===== src/rtl/simon_playback_seq.sv =====
// Plays a stored Simon pattern from the pattern memory onto the LEDs, with timed hold and gap intervals.
// Optional build macro SIMON_PLAYBACK_ONEHOT_CHECK_EN: non-one-hot entries are shown as all-ones and set bad_entry_o.
module simon_playback_seq #(
    parameter int ADDR_W      = 6,
    parameter int DATA_W      = 4,
    parameter int HOLD_CYCLES = 4,
    parameter int GAP_CYCLES  = 2,
    parameter int CNT_W       = 8
) (
    input  logic              clk_i,
    input  logic              rst_i,
    input  logic              start_i,
    input  logic [ADDR_W:0]   len_i,
    input  logic              abort_i,
    output logic [ADDR_W-1:0] r_addr_o,
    input  logic [DATA_W-1:0] r_data_i,
    output logic [DATA_W-1:0] pattern_leds_o,
    output logic              busy_o,
    output logic              done_o,
    output logic              bad_entry_o
);

    // state | meaning
    // IDLE  | waiting for start, LEDs dark
    // FETCH | r_addr holds idx, memory data captured at the next edge
    // SHOW  | entry on LEDs for HOLD_CYCLES
    // GAP   | LEDs dark for GAP_CYCLES before the next entry
    // DONE  | one-cycle done pulse
    typedef enum logic [2:0] {
        IDLE,
        FETCH,
        SHOW,
        GAP,
        DONE
    } state_t;

    localparam logic [ADDR_W:0]  IDX_ONE  = 1;
    localparam logic [CNT_W-1:0] TMR_ONE  = 1;
    localparam logic [CNT_W-1:0] HOLD_TOP = CNT_W'(HOLD_CYCLES - 1);
    localparam logic [CNT_W-1:0] GAP_TOP  = CNT_W'(GAP_CYCLES - 1);

    state_t              state_q, state_d;
    logic [ADDR_W:0]     idx_q, idx_d;
    logic [ADDR_W:0]     len_q, len_d;
    logic [CNT_W-1:0]    timer_q, timer_d;
    logic [DATA_W-1:0]   leds_q, leds_d;
    logic [ADDR_W-1:0]   addr_q, addr_d;
    logic                bad_q, bad_d;
    logic [DATA_W-1:0]   load_val;
    logic                load_bad;

`ifdef SIMON_PLAYBACK_ONEHOT_CHECK_EN
    always_comb begin
        load_val = r_data_i;
        load_bad = 1'b0;
        if (!$onehot(r_data_i)) begin
            load_val = '1;
            load_bad = 1'b1;
        end
    end
`else
    always_comb begin
        load_val = r_data_i;
        load_bad = 1'b0;
    end
`endif

    always_ff @(posedge clk_i) begin
        if (rst_i) begin
            state_q <= IDLE;
            idx_q   <= '0;
            len_q   <= '0;
            timer_q <= '0;
            leds_q  <= '0;
            addr_q  <= '0;
            bad_q   <= 1'b0;
        end else begin
            state_q <= state_d;
            idx_q   <= idx_d;
            len_q   <= len_d;
            timer_q <= timer_d;
            leds_q  <= leds_d;
            addr_q  <= addr_d;
            bad_q   <= bad_d;
        end
    end

    always_comb begin
        state_d = state_q;
        idx_d   = idx_q;
        len_d   = len_q;
        timer_d = timer_q;
        leds_d  = leds_q;
        addr_d  = addr_q;
        bad_d   = bad_q;

        if (abort_i && (state_q != IDLE)) begin
            state_d = IDLE;
            idx_d   = '0;
            timer_d = '0;
            leds_d  = '0;
            addr_d  = '0;
        end else begin
            case (state_q)
                IDLE: begin
                    leds_d = '0;
                    if (start_i) begin
                        bad_d = 1'b0;
                        if (len_i != '0) begin
                            len_d   = len_i;
                            idx_d   = '0;
                            addr_d  = '0;
                            state_d = FETCH;
                        end else begin
                            state_d = DONE;
                        end
                    end
                end
                FETCH: begin
                    leds_d  = load_val;
                    bad_d   = bad_q | load_bad;
                    timer_d = HOLD_TOP;
                    state_d = SHOW;
                end
                SHOW: begin
                    if (timer_q == '0) begin
                        leds_d = '0;
                        if (idx_q == len_q - IDX_ONE) begin
                            state_d = DONE;
                        end else begin
                            timer_d = GAP_TOP;
                            state_d = GAP;
                        end
                    end else begin
                        timer_d = timer_q - TMR_ONE;
                    end
                end
                GAP: begin
                    leds_d = '0;
                    if (timer_q == '0) begin
                        idx_d   = idx_q + IDX_ONE;
                        addr_d  = idx_d[ADDR_W-1:0];
                        state_d = FETCH;
                    end else begin
                        timer_d = timer_q - TMR_ONE;
                    end
                end
                DONE: begin
                    leds_d  = '0;
                    state_d = IDLE;
                end
                default: begin
                    leds_d  = '0;
                    state_d = IDLE;
                end
            endcase
        end
    end

    assign r_addr_o       = addr_q;
    assign pattern_leds_o = leds_q;
    assign busy_o         = (state_q != IDLE);
    assign done_o         = (state_q == DONE);
    assign bad_entry_o    = bad_q;

endmodule

===== config.mk =====
export PLATFORM = sky130hd
export DESIGN_NAME = simon_playback_seq
export DESIGN_NICKNAME = d
export VERILOG_FILES = /design/src/rtl/simon_playback_seq.sv
export SDC_FILE = /design/constraint.sdc
export NUM_CORES = 1
export LEC_CHECK = 0
export ABC_AREA = 1
export CAP_MARGIN = 5
export CORE_UTILIZATION = 40
export DETAILED_ROUTE_END_ITERATION = 6
export GPL_TIMING_DRIVEN = 0
export RECOVER_POWER = 100
export SLEW_MARGIN = 40
export SYNTH_ARGS = -nofsm -noshare
export SYNTH_HDL_FRONTEND = slang
export SYNTH_SLANG_ARGS = --single-unit

===== constraint.sdc =====
create_clock -name clk_i -period 4.05 [get_ports clk_i]
set_input_delay 0.405 -clock clk_i [delete_from_list [all_inputs] [get_ports clk_i]]
set_output_delay 0.405 -clock clk_i [all_outputs]
set_load 0.05 [all_outputs]

==> metrics.cfg, run 1 <==
[grt]
grt_start_max_net_pins = 11
globalRoute.totalOverflow = 0
grt_first_pass_wirelength_um = 7290
first_global_vias = 1665
grt_usage = 0.180
number_of_antenna_violations_at_the_first_check_in_global_routing = 0

[logic_synthesis]
sequential_fraction_of_the_synthesis_area = 0.289
postSynthNetCount = 312
synth_flop_cell = dfxtp_1
yosysUniqueCellTypes = 34
cell_area_after_synthesis_sq_um = 2010
postSynthRegisterBits = 29
post_synth_inst_count = 293
synthArstFlopShare = 0
synth.yosys.warnings = 0
largest_area_contributor_in_the_netlist = dfxtp_1
synth_area_leaders = dfxtp_1 29%, nand2_1 13%, nor2_1 7.1%
synth-edff-count = 0
syn-mean-instance-area_sq_um = 6.85
yosysTopAreaCellShare = 0.289

[layout]
stdcell_area_sq_um = 2330
syn2layout_area_growth_pct = 16.3
finish.net_count = 344
drive_gt1_frac = 0.147
layout.cells.most_common = nand2_1
diodes = 0
num-fill-cells = 531
most-common-layout-cells = 70 x nand2_1, 43 x nor2_1, 33 x inv_1

[timing]
post_route_minimum_period_ps = 2460
layout_worst_path_cycle_share = 0.608
worstMarginPinSlew_ps = 855
final.setup.worst_slack_ps = 1590
unrepaired_setup_endpoints_after_global_routing = false
fin_worst_skew_ps = 4.43
maxSlewHeadroom = 0.428
setup_tns_ps = 0
finalSetupViolCount = 0
slew_violations = 0
hold-worst-slack_ps = 452
fmaxAchievable_mhz = 406
timing_hold_violations_final = 0

[critical_path]
critical_path.reg2reg.startpoint = len_q[0]
worstSetupPathType = register to register
cp.required_ps = 4230
end_kind = register
worstSetupStartpoint = len_q[0]
crit_path_start_kind = register
reg2reg_setup_slack_ps = 1590
crit-reg2reg-capture = timer_q[4]
worst_r2r_path_depth = 14
max_fanout_on_critical_path = 10
worst-endpoint-arrival_ps = 2640

[clock_tree]
cts_hold_buffers = 0
cts-htree-levels = 2
cts_setup_buffers = 0
tritoncts = built
root_buffer = clkbuf_8
cts_buffers = 5
cts_repair_resize_count = 0
clock_path_buffers = 2
clkSlewWorstSetupHoldPaths_ps = 60
clock_sink_count = 29
clk-insertion-delay-late_ps = 280

[run_status]
outcome = finished clean

[floorplanning]
row_count = 25
chipWidth_um = 72.9
die_footprint_sq_um = 5310
design.portCount = 28
start_util = 0.420
die_h_um = 72.9
fp.coreArea_sq_um = 4790

[routing]
ant_nets = 0
initialDrtViolationCount = 82
vias = 1813
dr.pass1.iters = 4
drc_violations = 0
wire_per_inst_um = 11.0
viasPerCell = 4.61
drt_wl_total_um = 4330

[power_and_ir_drop]
p_per_area_nw_per_um2 = 680
totalPowerFinal_mw = 1.59
vdd_drop_max_mv = 0.305
cellLeakagePower_nw = 1.05

[place]
hpwlAfterDp_um = 3310
placed_cell_area_sq_um = 2340
detailedPlace.worstSlack_ps = 2040
gp_congestion = 0.831
port-buffer-count = 25

[hold_path]
hold_path_end = pattern_leds_o[2]
hp-class = register to register
hold_depth = 2
worst_hold_startpoint = pattern_leds_o[2]

[run]
max_cap_violations = 0

-- worst max-delay path, stage by stage (launching register included) --
cell      delay [ps]
dfxtp_1          340
inv_1            110
ha_1             320
inv_1             40
nand2_1           50
nand2_1           40
nor2_1           130
nand3_2           80
nor2_1           190
nand4_1          240
nand3_1          220
clkbuf_1         380
nand2_1           90
nand2_1           80
nor2_1            50
-- kinds of logic after synthesis --
kind of cell,Yosys count,synth area share
and+or+nand+nor,172,0.437
buffers and inverters,54,0.127
DFF,29,0.289
AOI/OAI and AO/OA,24,0.0810
xor gates and xnor gates,9,0.0393
adders and majority gates,4,0.0249
other,1,0.00187
-- state kept, by name (all words and copies together), names as in the netlist --
signal / count
state_q: 3
timer_q: 8
pattern_leds_o: 4
idx_q: 7
len_q: 7
-- cells in the mapped netlist, drive strengths merged, types with 3 or more instances --
cell / number
xnor2: 3
o21ai: 3
xor2: 6
nor2: 51
a211oi: 5
nand3: 19
nor3: 5
ha: 4
buf: 12
nand4: 15
a21oi: 15
inv: 41
nand2: 79
dfxtp: 29
-- report_power, final --
part	internal, mW	total [mW]	switching, mW
Combinational	0.312	0.935	0.623
Sequential	0.357	0.421	0.0639
Clock	0.119	0.231	0.112
-- metal layers --
metal,wire (um),GRT usage,vias to the layer above,share of wire
met4,60,0.0763,0,0.014
met5,0,0,-,0
met2,1770,0.280,36,0.41
met3,140,0.0414,6,0.032
met1,2350,0.237,781,0.54
li1,-,-,990,-
-- how the worst max path moves through the flow --
stage / slack (ps) / depth (start not counted) / endpoint
2_1_floorplan: 2340 / 14 / timer_q[7]
3_3_place_gp: 2060 / 8 / len_q[4]
3_5_place_dp: 2040 / 8 / len_q[4]
4_1_cts: 1770 / 3 / done_o
5_1_grt: 1200 / 14 / timer_q[4]
6_report: 1590 / 14 / timer_q[4]
-- cell type report --
cell class / instances / area, sq um / area share
inverters: 41 / 161 / 0.0691
clock buffers: 6 / 72.6 / 0.0311
well taps: 67 / 83.8 / 0.0359
repair buffers: 25 / 250 / 0.107
flip-flops and latches: 29 / 581 / 0.249
multi-input cells: 210 / 1100 / 0.471
clock inverters: 2 / 10.0 / 0.00429
plain buffers: 13 / 76.3 / 0.0327
-- through the flow --
step	cells	util
6_report	393	0.488
5_1_grt	393	0.488
4_1_cts	393	0.507
3_5_place_dp	385	0.489
3_3_place_gp	385	0.489
2_1_floorplan	293	-
Note: power is estimated with default switching activity, not from simulation.
==> run 2, diff against run 1 <==
==> constraint.sdc (replaced) <==
create_clock -name clk_i -period 2.4 [get_ports clk_i]
set_input_delay 0.24 -clock clk_i [delete_from_list [all_inputs] [get_ports clk_i]]
set_output_delay 0.24 -clock clk_i [all_outputs]
set_load 0.05 [all_outputs]
==> run 2 against run 1 <==
Effect of this change: via count stayed put; worst setup slack got worse by 1300 ps; critical path depth shrank 11; final cell count did not move; die area unchanged; register-to-register slack worse by 1200 ps; global-route usage unchanged; routed wire length up 0.16%; sequential cell count stayed put; final area increased by 1.9%; critical endpoint is now done_o.
==> metrics.cfg, run 2 (synthesis results as in run 1) <==
[run_status]
outcome = finished clean

[clock_tree]
tritoncts = built
cts_setup_buffers = 0
clkSlewWorstSetupHoldPaths_ps = 60
root_buffer = clkbuf_8
cts_hold_buffers = 0
cts_repair_resize_count = 0
clock_path_buffers = 2
clock_sink_count = 29
cts-htree-levels = 2
cts_buffers = 5
clk-insertion-delay-late_ps = 280

[timing]
post_route_minimum_period_ps = 2140
maxSlewHeadroom = 0.588
unrepaired_setup_endpoints_after_global_routing = false
worstMarginPinSlew_ps = 618
fin_worst_skew_ps = 4.52
finalSetupViolCount = 0
setup_tns_ps = 0
final.setup.worst_slack_ps = 261
fmaxAchievable_mhz = 467
timing_hold_violations_final = 0
hold-worst-slack_ps = 312
slew_violations = 0
layout_worst_path_cycle_share = 0.891

[layout]
drive_gt1_frac = 0.163
layout.cells.most_common = nand2_1
stdcell_area_sq_um = 2380
diodes = 0
largest_register_ffs = 8
reg_top3 = timer_q (8), idx_q (7), len_q (7)
most-common-layout-cells = 70 x nand2_1, 41 x nor2_1, 33 x inv_1
largest-register = timer_q
syn2layout_area_growth_pct = 18.5
finish.net_count = 344
fin_util = 0.497
number_of_standard_cells_in_the_final_layout_excluding_fillers = 393

[place]
port-buffer-count = 25
gp_congestion = 0.831
placed_cell_area_sq_um = 2340
detailedPlace.worstSlack_ps = 445
dp.cells = 385
hpwlAfterDp_um = 3310

[grt]
first_global_vias = 1665
globalRoute.totalOverflow = 0
number_of_antenna_violations_at_the_first_check_in_global_routing = 0
grt_first_pass_wirelength_um = 7290
grt_usage = 0.180
grt_start_max_net_pins = 11

[routing]
drc_violations = 0
ant_nets = 0
drt_wl_total_um = 4330
dr.pass1.iters = 4
wire_per_inst_um = 11.0
viasPerCell = 4.61
vias = 1813
initialDrtViolationCount = 71

[floorplanning]
design.portCount = 28
fp.coreArea_sq_um = 4790
chipWidth_um = 72.9
die_footprint_sq_um = 5310
row_count = 25
start_util = 0.420
die_h_um = 72.9

[hold_path]
hp-class = input port to register

[power_and_ir_drop]
cellLeakagePower_nw = 1.07
totalPowerFinal_mw = 2.75
vdd_drop_max_mv = 0.516
p_per_area_nw_per_um2 = 1160

[run]
max_cap_violations = 0

[critical_path]
end_kind = output pin
cp.buffers_inverters = 2
timing.critical_path.cells = inv_1 > nor2_1 > dlygate4sd3_1
crit_path_start_kind = register
max_fanout_on_critical_path = 6
max_stage_delay_ps = 870
cp.required_ps = 2160
timing.critical_path.max_delay_family = buffers and inverters
worst-endpoint-arrival_ps = 1900
worstSetupPathType = register to output pin
crit_slowest_cell = dlygate4sd3_1

==> run 2: changes by cell type in the layout (fill, tap and decap cells not counted) <==
cell,delta
nor2_2,+1
nor2_1,-2
clkbuf_1,-1
nand3_1,-1
nand4_4,+1
nand4_1,-1
buf_6,+1
nand3_4,+1
nor2_4,+1
==> run 2: path summary, 6_finish.rpt <==
path                          start                end  slack [ps]  cells past startpoint
setup / recovery         state_q[2]             done_o         260                      3
hold / removal                rst_i           len_q[6]         310                      2
setup reg to reg         state_q[0]           idx_q[0]         340                     10
hold reg to reg   pattern_leds_o[2]  pattern_leds_o[2]         450                      2
==> run 2: per-layer routing <==
layer,GRT usage,wire length (um),vias up
met5,0,0,-
met4,0.0763,72,0
met3,0.0414,151,7
li1,-,-,988
met2,0.280,1750,38
met1,0.237,2360,780
==> run 2: power by group <==
part	internal, mW	switching (mW)	total, mW
registers	0.603	0.108	0.711
logic	0.558	1.09	1.65
clock network	0.201	0.192	0.392
total	1.36	1.39	2.75
==> run 2: worst reg2reg max path: cells and delay by family, from the launching register on <==
family | cells | cell delay, ps
DFF | 1 | 370
AOI/OAI and AO/OA | 1 | 200
and+or+nand+nor | 5 | 1060
buffers and inverters | 4 | 330
==> run 2: cell type report <==
class	count	area, sq um
fill	524	2410
multi-input combinational	210	1140
sequential	29	581
timing repair buffer	25	250
inverter	41	161
buffer	13	83.8
tap	67	83.8
clock buffer	6	72.6
clock inverter	2	10.0
==> run 3, diff against run 2 <==
--- a/config.mk
+++ b/config.mk
@@ -5,8 +5,8 @@
 export SDC_FILE = /design/constraint.sdc
 export NUM_CORES = 1
 export LEC_CHECK = 0
-export ABC_AREA = 1
 export CAP_MARGIN = 5
+export CORE_MARGIN = 5
 export CORE_UTILIZATION = 40
 export DETAILED_ROUTE_END_ITERATION = 6
 export GPL_TIMING_DRIVEN = 0
==> constraint.sdc (replaced) <==
create_clock -name clk_i -period 2.4 [get_ports clk_i]
set_input_delay 0.24 -clock clk_i [delete_from_list [all_inputs] [get_ports clk_i]]
set_output_delay 0.24 -clock clk_i [all_outputs]
set_load 0.02 [all_outputs]
==> run 3 against run 2 <==
Effect of this change: maximum frequency down 7.7%; non-clock buffer count up 11; final area down 5.3%; clock skew about the same; largest cell class unchanged.
==> metrics.cfg, run 3 <==
[run_status]
outcome = finished clean

[layout]
num-fill-cells = 398
most-common-layout-cells = 26 x nor2_1, 25 x dfxtp_1, 17 x nand2_1
layout.cells.most_common = nor2_1
largest_register_ffs = 8
reg_top3 = timer_q (8), idx_q (7), len_q (7)
finish.net_count = 272
largest-register = timer_q
number_of_standard_cells_in_the_final_layout_excluding_fillers = 303
syn2layout_area_growth_pct = 30.7
diodes = 0
drive_gt1_frac = 0.158

[critical_path]
reg2reg_setup_slack_ps = 80
worst-endpoint-arrival_ps = 2480
end_kind = register
worst_r2r_path_depth = 10
worstSetupStartpoint = len_q[0]
crit_path_start_kind = register
worstSetupPathType = register to register
critical_path.reg2reg.startpoint = len_q[0]
crit-reg2reg-capture = timer_q[3]
cp.required_ps = 2560
max_fanout_on_critical_path = 7

[routing]
drt_wl_total_um = 4230
vias = 1648
ant_nets = 0
initialDrtViolationCount = 78
viasPerCell = 5.44
dr.pass1.iters = 5
drc_violations = 0
wire_per_inst_um = 14.0

[floorplanning]
chipWidth_um = 75.7
fp.coreArea_sq_um = 4090
row_count = 23
die_h_um = 75.7
die_footprint_sq_um = 5720
start_util = 0.422
design.portCount = 28

[logic_synthesis]
sequential_fraction_of_the_synthesis_area = 0.337
synth_area_leaders = dfxtp_1 34%, nor2_1 5.7%, a21oi_1 4.4%
post_synth_inst_count = 215
library_cell_with_the_highest_instance_count_after_synthesis = dfxtp_1
synth_flop_cell = dfxtp_1
synth-edff-count = 0
yosysUniqueCellTypes = 49
postSynthRegisterBits = 29
synthArstFlopShare = 0
syn-mean-instance-area_sq_um = 8.02
postSynthNetCount = 234
cell_area_after_synthesis_sq_um = 1720
yosysTopAreaCellShare = 0.337
largest_area_contributor_in_the_netlist = dfxtp_1
synth.yosys.warnings = 0
netlist_top_cells_count = 29 x dfxtp_1, 26 x nor2_1, 17 x nand2_1, 15 x a21oi_1, 12 x nand3_1

[grt]
grt_usage = 0.160
first_global_vias = 1503
grt_start_max_net_pins = 11
globalRoute.totalOverflow = 0
grt_first_pass_wirelength_um = 7000
number_of_antenna_violations_at_the_first_check_in_global_routing = 0

[place]
dp.cells = 290
port-buffer-count = 25
hpwlAfterDp_um = 3020
gp_congestion = 0.817
detailedPlace.worstSlack_ps = -147

[timing]
timing_hold_violations_final = 0
fin_worst_skew_ps = 4.81
layout_worst_path_cycle_share = 0.966
maxSlewHeadroom = 0.576
final.setup.worst_slack_ps = 82.5
finalSetupViolCount = 0
worstMarginPinSlew_ps = 636
fmaxAchievable_mhz = 431
hold-worst-slack_ps = 352
slew_violations = 0
setup_tns_ps = 0
post_route_minimum_period_ps = 2320

[clock_tree]
cts_hold_buffers = 0
root_buffer = clkbuf_8
clk-insertion-delay-late_ps = 270
cts_buffers = 5
cts-htree-levels = 2
clock_sink_count = 29
clkSlewWorstSetupHoldPaths_ps = 60
clock_path_buffers = 2
tritoncts = built

[hold_path]
hold_path_end = len_q[6]
worst_hold_startpoint = rst_i
hold_depth = 2
hp-class = input port to register

[power_and_ir_drop]
p_per_area_nw_per_um2 = 895
cellLeakagePower_nw = 0.876
vdd_drop_max_mv = 0.406

[run]
max_cap_violations = 0

run 3: cells by family (layout without fill, tap and decap cells):
logic type | after synthesis | in the layout | synth area share
buffers and inverters | 28 | 66 | 0.0776
AO/OA/AOI/OAI | 51 | 51 | 0.229
flip-flops | 29 | 29 | 0.337
XOR/XNOR | 12 | 12 | 0.0610
other | 1 | 1 | 0.00217
multiplexers | 1 | 1 | 0.00581
AND/OR/NAND/NOR | 89 | 89 | 0.259
adder cells (fa/ha/maj) | 4 | 4 | 0.0290
run 3: power by group:
group / internal (mW) / total (mW) / switching [mW]
clock: 0.227 / 0.399 / 0.172
combinational: 0.422 / 0.978 / 0.556
sequential: 0.559 / 0.639 / 0.0803
run 3: timing repair:
item                                    4_1_cts  5_1_grt
endpoints found under the setup margin       10       16
endpoints found under the hold margin         0        0
resized for setup                             5       13
pin swaps                                     2        7
buffers inserted                              1        7
run 3: layout make-up:
cell class	count	area (sq um)	area share
multi-input cells	158	1070	0.475
flip-flops and latches	29	588	0.261
repair buffers	33	314	0.139
plain buffers	16	93.8	0.0416
clock buffers	7	86.3	0.0383
well taps	50	62.6	0.0278
inverters	10	37.5	0.0167
run 3: worst max-delay path by stage:
stage,endpoint,cells after the start
3_3_place_gp,timer_q[3],9
4_1_cts,timer_q[6],9
3_5_place_dp,timer_q[7],8
5_1_grt,timer_q[6],7
6_report,timer_q[3],10
2_1_floorplan,timer_q[3],9
run 3: metal layers:
metal / part of all wire / GRT usage
met3: 0.036 / 0.0409
met4: 0.0052 / 0.0544
met5: 0 / 0
met2: 0.52 / 0.276
met1: 0.44 / 0.191
run 3: metrics by stage:
step	utilization	total power, mW	instance area (sq um)
2_1_floorplan	-	1.28	1720
3_3_place_gp	0.498	1.50	2040
3_5_place_dp	0.498	1.50	2040
4_1_cts	0.526	1.93	2150
5_1_grt	0.551	2.18	2250
6_report	0.551	2.02	2250
run 3: critical path: stages, from the launching register on:
cell and delay [ps]:
dfxtp_2 320, buf_6 110, inv_1 60, ha_4 170, nor4b_2 160, and4_4 200, a2111oi_4 330, a2111oi_4 100
buf_6 160, o31a_4 350, a311o_1 260
